==> src/rtl/gem_cluster_size_sched_pkg.sv <==
// Shared GEM cluster constants, field positions and scheduler state encoding.
// Imported by the cluster-size scheduler and its tag pipeline.
package gem_cluster_size_sched_pkg;

  localparam int GEM_CLUSTER_BITS = 14;
  localparam int GEM_SIZE_BITS    = 3;
  localparam int GEM_NVFATS       = 24;
  localparam int GEM_VFAT_BITS    = 5;

  localparam int GEM_SIZE_MSB  = 13;
  localparam int GEM_SIZE_LSB  = 11;
  localparam int GEM_VFAT_MSB  = 10;
  localparam int GEM_VFAT_LSB  = 6;
  localparam int GEM_STRIP_MSB = 5;
  localparam int GEM_STRIP_LSB = 0;

  localparam logic [1:0] ST_IDLE  = 2'd0;
  localparam logic [1:0] ST_ISSUE = 2'd1;
  localparam logic [1:0] ST_DRAIN = 2'd2;
  localparam logic [1:0] ST_DONE  = 2'd3;

  typedef logic [GEM_CLUSTER_BITS-1:0] gem_cluster_t;
  typedef logic [GEM_SIZE_BITS-1:0]    gem_size_t;

  function automatic logic vfat_ok(input gem_cluster_t c);
    return c[GEM_VFAT_MSB:GEM_VFAT_LSB] < GEM_VFAT_BITS'(GEM_NVFATS);
  endfunction

endpackage

==> src/rtl/gem_size_tag_pipe.sv <==
// Delay line carrying {valid, pair index} alongside in-flight ROM lookups,
// so each returned size pair is written to the slots it was issued for.
module gem_size_tag_pipe #(
  parameter int DEPTH = 1,
  parameter int KW    = 2
) (
  input  logic          clock,
  input  logic          reset,
  input  logic          in_vld,
  input  logic [KW-1:0] in_k,
  output logic          out_vld,
  output logic [KW-1:0] out_k,
  output logic          busy
);

  logic [DEPTH-1:0] vq;
  logic [KW-1:0]    kq [DEPTH];

  always_ff @(posedge clock) begin
    if (reset) begin
      vq <= '0;
      for (int i = 0; i < DEPTH; i++) kq[i] <= '0;
    end else begin
      vq[0] <= in_vld;
      kq[0] <= in_k;
      for (int i = 1; i < DEPTH; i++) begin
        vq[i] <= vq[i-1];
        kq[i] <= kq[i-1];
      end
    end
  end

  assign out_vld = vq[DEPTH-1];
  assign out_k   = kq[DEPTH-1];
  assign busy    = |vq;

endmodule

==> src/rtl/gem_cluster_size_sched.sv <==
// Schedules a GEM cluster burst through the two-port size ROM, one pair per
// clock, and gathers the returned sizes into a per-burst result vector.
module gem_cluster_size_sched
  import gem_cluster_size_sched_pkg::*;
#(
  parameter int NCLUSTERS   = 8,
  parameter int ROM_LATENCY = 1
) (
  input  logic                                 clock,
  input  logic                                 reset,
  input  logic [GEM_CLUSTER_BITS*NCLUSTERS-1:0] clusters_in,
  input  logic                                 clusters_vld,
  output logic                                 ready,
  output logic [GEM_CLUSTER_BITS-1:0]          lookup_cluster0,
  output logic [GEM_CLUSTER_BITS-1:0]          lookup_cluster1,
  input  logic [GEM_SIZE_BITS-1:0]             lookup_size0,
  input  logic [GEM_SIZE_BITS-1:0]             lookup_size1,
  output logic [GEM_SIZE_BITS*NCLUSTERS-1:0]   sizes_out,
  output logic [NCLUSTERS-1:0]                 sizes_mask,
  output logic                                 sizes_vld,
  output logic [7:0]                           drop_cnt
);

  localparam int NPAIRS = NCLUSTERS / 2;
  localparam int KW     = $clog2(NPAIRS + 1);
  localparam int CB     = GEM_CLUSTER_BITS;
  localparam int SB     = GEM_SIZE_BITS;

  logic [1:0]               state;
  logic [KW-1:0]            k;
  logic [CB*NCLUSTERS-1:0]  burst;
  logic                     last;
  logic                     accept;
  gem_cluster_t             nxt0;
  gem_cluster_t             nxt1;
  logic                     tag_vld;
  logic [KW-1:0]            tag_k;
  logic                     tag_busy;

  assign ready     = (state == ST_IDLE);
  assign sizes_vld = (state == ST_DONE);
  assign accept    = ready && clusters_vld;
  assign last      = (k == KW'(NPAIRS - 1));

  // Next pair is pre-registered so the lookup ports stay registered outputs.
  always_comb begin
    nxt0 = '0;
    nxt1 = '0;
    for (int p = 0; p < NPAIRS; p++) begin
      if (KW'(p) == k + KW'(1)) begin
        nxt0 = burst[CB*(2*p)   +: CB];
        nxt1 = burst[CB*(2*p+1) +: CB];
      end
    end
  end

  always_ff @(posedge clock) begin
    if (reset) begin
      state           <= ST_IDLE;
      k               <= '0;
      burst           <= '0;
      lookup_cluster0 <= '0;
      lookup_cluster1 <= '0;
    end else begin
      unique case (state)
        ST_IDLE: begin
          if (clusters_vld) begin
            burst           <= clusters_in;
            k               <= '0;
            lookup_cluster0 <= clusters_in[0  +: CB];
            lookup_cluster1 <= clusters_in[CB +: CB];
            state           <= ST_ISSUE;
          end
        end
        ST_ISSUE: begin
          k <= k + KW'(1);
          if (last) begin
            lookup_cluster0 <= '0;
            lookup_cluster1 <= '0;
            state           <= ST_DRAIN;
          end else begin
            lookup_cluster0 <= nxt0;
            lookup_cluster1 <= nxt1;
          end
        end
        ST_DRAIN: if (!tag_busy) state <= ST_DONE;
        ST_DONE:  state <= ST_IDLE;
        default:  state <= ST_IDLE;
      endcase
    end
  end

  gem_size_tag_pipe #(
    .DEPTH (ROM_LATENCY),
    .KW    (KW)
  ) u_tag (
    .clock   (clock),
    .reset   (reset),
    .in_vld  (state == ST_ISSUE),
    .in_k    (k),
    .out_vld (tag_vld),
    .out_k   (tag_k),
    .busy    (tag_busy)
  );

  // Writeback follows the tag pipe only; invalid VFATs land as zero.
  always_ff @(posedge clock) begin
    if (reset) begin
      sizes_out  <= '0;
      sizes_mask <= '0;
    end else if (accept) begin
      sizes_out  <= '0;
      sizes_mask <= '0;
    end else if (tag_vld) begin
      for (int i = 0; i < NCLUSTERS; i++) begin
        if (tag_k == KW'(i / 2)) begin
          if (vfat_ok(burst[CB*i +: CB])) begin
            sizes_out[SB*i +: SB] <= (i % 2 == 0) ? lookup_size0 : lookup_size1;
            sizes_mask[i]         <= 1'b1;
          end else begin
            sizes_out[SB*i +: SB] <= '0;
            sizes_mask[i]         <= 1'b0;
          end
        end
      end
    end
  end

  always_ff @(posedge clock) begin
    if (reset) begin
      drop_cnt <= '0;
    end else if (clusters_vld && !ready && drop_cnt != 8'hFF) begin
      drop_cnt <= drop_cnt + 8'd1;
    end
  end

endmodule

==> config.mk <==
export PLATFORM = sky130hd
export DESIGN_NAME = gem_cluster_size_sched
export DESIGN_NICKNAME = d
export VERILOG_FILES = /design/src/rtl/gem_cluster_size_sched_pkg.sv /design/src/rtl/gem_size_tag_pipe.sv /design/src/rtl/gem_cluster_size_sched.sv
export SDC_FILE = /design/constraint.sdc
export NUM_CORES = 1
export LEC_CHECK = 0
export CAP_MARGIN = 20
export CORE_AREA = 2 2 174 176
export CTS_BUF_LIST = sky130_fd_sc_hd__clkbuf_16
export CTS_CLUSTER_SIZE = 10
export DETAILED_ROUTE_END_ITERATION = 12
export DIE_AREA = 0 0 176 178
export MAX_ROUTING_LAYER = met4
export SYNTH_ARGS = -nofsm -noshare
export SYNTH_HDL_FRONTEND = slang
export SYNTH_HIERARCHICAL = 1
export SYNTH_SLANG_ARGS = --single-unit
export TNS_END_PERCENT = 100
==> constraint.sdc <==
create_clock -name clock -period 3.84 [get_ports clock]
set_input_delay 0.96 -clock clock [delete_from_list [all_inputs] [get_ports clock]]
set_output_delay 0.96 -clock clock [all_outputs]
set_load 0.005 [all_outputs]
* Word-level counts from Yosys, hierarchy flattened *
Memory sizes are Yosys's and may differ from the RTL's.
Index checks and enable logic that the tools add are counted.

storage, ports and cells
  bits in registers = 186
  bits in writable memories = 3
  memories kept = 1

memory list
  memory    words  width  rd ports  clocked after memory_dff  write ports  line                     text
  u_tag.kq  1      3      1         0                         1            gem_size_tag_pipe.sv:17  logic [KW-1:0] kq [DEPTH];

cells by class
  add/subtract/negate cells = 2
  magnitude comparators = 8
  eq/ne operators = 14
  mux-type cells = 41
  reductions and logical operators = 17

operators with widths
  operator                                                               number
  14-bit 2-to-1 mux                                                      12
  14-bit one-hot mux with 2 select lines                                 2
  5-bit less-than comparator, second input constant                      8
  3-bit 2-to-1 mux                                                       10
  1-bit 2-to-1 mux                                                       12
  2-bit AND reduction                                                    6
  3-bit by 2-bit equality test with 1-bit output, second input constant  3
  8-bit by 1-bit adder with 8-bit output, second input constant          1
  8-bit inequality test, second input constant                           1
  2-bit one-hot mux with 4 select lines                                  1
  2-bit by 3-bit equality test with 1-bit output, first input constant   2
  3-bit zero test                                                        2
  2-bit 2-to-1 mux                                                       3
  2-bit inequality test, second input constant                           3
  3-bit one-hot mux with 2 select lines                                  1
  2-bit equality test, second input constant                             2
  3-bit by 1-bit adder with 3-bit output, second input constant          1
  1-bit by 3-bit equality test with 1-bit output, first input constant   1
  3-bit by 1-bit equality test with 1-bit output, second input constant  1
  1-bit logical AND                                                      3
  3-bit AND reduction                                                    1
  3-bit OR reduction                                                     1
  2-bit by 1-bit equality test with 1-bit output, second input constant  1
  2-bit zero test                                                        1
  other kinds (3)                                                        3

* Logic depth before layout (Yosys ltp) *
  word-level depth = 8
  mapped depth = 9
  mapped depth without buffers = 6

* By module *
The synthesis kept the hierarchy.

by module, submodules not included
  module                  times used  cells an instance  area each (um^2)
  gem_cluster_size_sched  1           1141               8627.0
  gem_size_tag_pipe       1           9                  112.6

* Worst setup path before layout *
Ideal clock, no wire load.

  kind = input port to flip-flop
  from = in reset
  to = reg burst[0]
  library setup time = 0.132 ns
  data arrival time = 1.741 ns
  data required time = 3.708 ns
  setup slack = 1.967 ns
  cell stages on the path = 4
  path buffers = 3
  cells stage by stage = buf_2 clkbuf_1 clkbuf_1 a21oi_1

RTL lines
  element               line                          text
  start, declared       gem_cluster_size_sched.sv:10  input logic reset,
  end signal, assigned  gem_cluster_size_sched.sv:68  burst <= clusters_in;
  end, declared         gem_cluster_size_sched.sv:31  logic [CB*NCLUSTERS-1:0] burst;

No word-level cell between the ends.

* Final worst setup path *
  from = reg k[0]
  to = reg lookup_cluster1[5]

between the ends
  longest elaborated chain between the ends = 8
  elaborated cells between the ends (all ways) = 12

ends and longest elaborated chain
  element                                     line                          text
  start, declared                             gem_cluster_size_sched.sv:30  logic [KW-1:0] k;
  start signal, assigned                      gem_cluster_size_sched.sv:76  k <= k + KW'(1);
  3-bit by 1-bit adder with 3-bit output      gem_cluster_size_sched.sv:50  if (KW'(p) == k + KW'(1)) begin
  3-bit zero test                             gem_cluster_size_sched.sv:50
  14-bit 2-to-1 mux (4 in series)             gem_cluster_size_sched.sv:50
  14-bit 2-to-1 mux (*)                       gem_cluster_size_sched.sv:77  if (last) begin
  14-bit one-hot mux with 2 select lines (*)  gem_cluster_size_sched.sv:65  unique case (state)
  end signal, assigned                        gem_cluster_size_sched.sv:71  lookup_cluster1 <= clusters_in[CB +: CB];
  end signal, assigned                        gem_cluster_size_sched.sv:83  lookup_cluster1 <= nxt1;
  end, declared                               gem_cluster_size_sched.sv:15  output logic [GEM_CLUSTER_BITS-1:0] lookup_cluster1,

Every way passes the cells marked *; elsewhere a longest branch is shown, timed or not.
A chain may end at the register's enable or synchronous reset.

==> metrics.csv <==
stage;metric;value;unit
placed_design;post-DP HPWL;19800;um
power_and_ir_drop;power per cell area;635;mW/mm^2
yosys;Mean Syn Cell Area;7.60;sq um
timing;Final min period;2890;ps
grt;vias in the first global route;7809;
timing;clk_skew;11.7;ps
worst_setup_path;R2R depth;6;
cts;Clk Tree Root Cell;clkbuf_16;
timing;Worst Hold Slack;450;ps
drt;vias;8187;
worst_setup_path;Worst Path Required;4160;ps
cts;Num Clock Sinks;189;
cts;CTS Buf Count;17;
die;core area;0.0294;sq mm
grt;initial antenna violation count;4;
drt;WL final;28300;um
grt;largest net degree at the start of global routing;87;
worst_setup_path;CP Class;flop to flop;
hold_path;Worst Hold Endpoint;sizes_out[1];
layout;final net count;1411;
die;I/O pin count;191;
yosys;Yosys cell types;44;
hold_path;Hold Crit Class;flop to flop;
drt;routed length per instance;16.8;um
timing;sum of negative setup slack;0;ps
worst_setup_path;Crit Path Max Fanout;29;
timing;Final Hold Vio Count;0;
yosys;share of the synthesized area in the top cell type;43.3;%
die;Die X;176;um
timing;Setup violations, final;0;
job;number of max-cap violations;0;
power_and_ir_drop;worst vdd ir;0.000363;V
yosys;flops & latches, synth;189;
yosys;most frequent cell after synthesis;nand2_1;
cts;worst-case clock buffer depth;2;
yosys;top post-synthesis cells by area;dfxtp_1 (43%), nand2_1 (14%), a21oi_1 (8.0%), a21o_1 (4.8%), nor2b_1 (4.3%);
cts;Resized cells post-CTS;0;
timing;Max Slew Vio Count;0;
placed_design;GPL Wtd Cong;0.822;
grt;total global-route track usage;18.6;%
yosys;number of flops mapped to enable cells by yosys;0;
timing;Slew Limit Headroom;29.5;%
placed_design;Port Buffers;190;
cts;cts hold-fix bufs;0;
worst_setup_path;endpoint class of the critical path;flop;
yosys;Synth Instances;1150;
grt;total congestion overflow;0;
timing;Worst-Margin Slew;1060;ps
power_and_ir_drop;Leak;4.30;nW
yosys;Seq/Total Area, Yosys;43.3;%
drt;antenna-violating nets left;0;
yosys;share of flip-flops with an asynchronous set or reset;0;%
yosys;Commonest cells post-synth;nand2_1 (320), dfxtp_1 (189), a21oi_1 (140), nor2b_1 (60), o21ai_0 (58);
worst_setup_path;Reg2Reg Capture Point;lookup_cluster1[5];
worst_setup_path;Reg-to-Reg Start;k[0];
layout;Area Growth Syn to Fin;30.3;%
worst_setup_path;Worst EP arrival;3210;ps
drt;Via density;4.86;
grt;first-pass GRT wire length;44000;um
cts;H-tree depth;4;
yosys;Yosys Warn Count;6;
yosys;ys flop type;dfxtp_1;
yosys;post-synth top area cell;dfxtp_1;
layout;layout cell share with drive strength beyond 1;4.42;%
die;die span in y;178;um
timing;RSZ-0062 raised after global routing;no;
timing;Tcrit/Tclk final;75.2;%
cts;worst skew pair latency;440;ps
die;die area;0.0313;sq mm
drt;initial DRC count;654;
hold_path;worst hold start;sizes_out[1];
drt;drt drc;0;
layout;fill cell count;3019;
power_and_ir_drop;Power Total;7.23;mW
worst_setup_path;Worst Setup Start Kind;flop;
die;row count;63;
hold_path;hold depth;2;
die;initial core utilization;29.7;%
drt;DR pass1 iterations;5;
worst_setup_path;R2R setup slack;950;ps
cts;CTS tree;yes;
cts;Setup Fix Bufs, Post-CTS;0;
cts;Reg clk slew, reported paths;70;ps
outcome;status;finished, final reports clean;
timing;maximum clock frequency;346;MHz
yosys;Post-Syn Area;0.00874;sq mm
yosys;Mapped Nets;1283;
-- placed cells by master, fill, tap and decap left out, drive strengths merged, types with 2 or more instances in the layout --
cell type | synthesis | layout
and4 | 2 | 2
nand4 | 2 | 2
a211o | 28 | 28
dfxtp | 189 | 189
a211oi | 2 | 2
clkinv | 0 | 8
nor2b | 62 | 62
buf | 51 | 14
or2 | 2 | 2
o21ai | 58 | 58
a21o | 56 | 56
a21oi | 141 | 141
ha | 12 | 12
diode | 0 | 4
nor2 | 53 | 53
nand3 | 28 | 28
and2 | 5 | 5
o21a | 28 | 28
a31oi | 30 | 30
clkbuf | 43 | 17
nor3 | 13 | 13
clkdlybuf4s50 | 0 | 189
nand2 | 320 | 320
inv | 8 | 13
nand2b | 3 | 3
-- per-stage QoR --
step	cell area [sq um]	util, %	std cells	setup WS [ps]
global placement	10800	36.8	1649	953
CTS	11400	38.7	1681	1020
detailed placement	10800	36.8	1649	884
floorplan	8740	-	1150	1970
global route	11400	38.7	1685	803
finish	11400	38.7	1685	953
-- where the power goes --
| group | switching (mW) | leakage, nW | internal, mW |
|---|---|---|---|
| Combinational | 1.63 | 2.48 | 1.27 |
| Sequential | 0.274 | 1.55 | 2.37 |
| Clock | 0.800 | 0.275 | 0.893 |
| Total | 2.70 | 4.30 | 4.53 |
-- layer usage --
layer,GRT usage [%],vias up,share of wire [%]
met1,26.4,3778,50
met4,6.27,0,2.5
met3,4.45,33,6.0
li1,-,4128,-
met2,25.6,248,41
met5,-,-,0
-- flip-flops by register name (all words and copies together) (netlist names) --
| register | cells |
|---|---|
| sizes_out | 24 |
| u_tag/kq | 3 |
| lookup_cluster1 | 14 |
| drop_cnt | 8 |
| u_tag/busy | 1 |
| k | 3 |
| burst | 112 |
| lookup_cluster0 | 14 |
| state | 2 |
| sizes_mask | 8 |
-- how the worst max path moves through the flow --
stage | end | startpoint | cells past startpoint
final | lookup_cluster1[5] | k[0] | 6
after detailed placement | burst[8] | clusters_vld | 5
after global routing | lookup_cluster1[5] | k[0] | 6
after CTS | lookup_cluster1[5] | k[0] | 6
after floorplan | burst[0] | reset | 4
after global placement | burst[74] | clusters_vld | 5
-- cells by family (layout without fill, tap and decap cells) --
group,after synthesis,after routing,share of synthesized area (%)
AO/OA/AOI/OAI,349,349,24.5
XOR/XNOR,2,2,0.200
adder cells (fa/ha/maj),12,12,1.72
buffers and inverters,102,243,5.31
flip-flops,189,189,43.3
multiplexers,2,2,0.286
other,0,4,0
AND/OR/NAND/NOR,494,494,24.7
-- final cells by class --
| type | count | area (sq um) | area share [%] |
|---|---|---|---|
| multi-input cells | 859 | 4510 | 39.6 |
| repair buffers | 203 | 2020 | 17.8 |
| inverters | 8 | 30.0 | 0.264 |
| diodes | 4 | 10.0 | 0.0879 |
| flip-flops and latches | 189 | 3780 | 33.2 |
| well taps | 390 | 488 | 4.28 |
| clock inverters | 15 | 124 | 1.09 |
| clock buffers | 17 | 425 | 3.73 |
-- critical path: stages, from the launching register on --
cell	delay [ps]
dfxtp_1	370
ha_1	240
ha_2	670
nand2_1	700
o21ai_0	580
a211o_1	180
a31oi_1	40
Power figures use the tool's default switching activity.
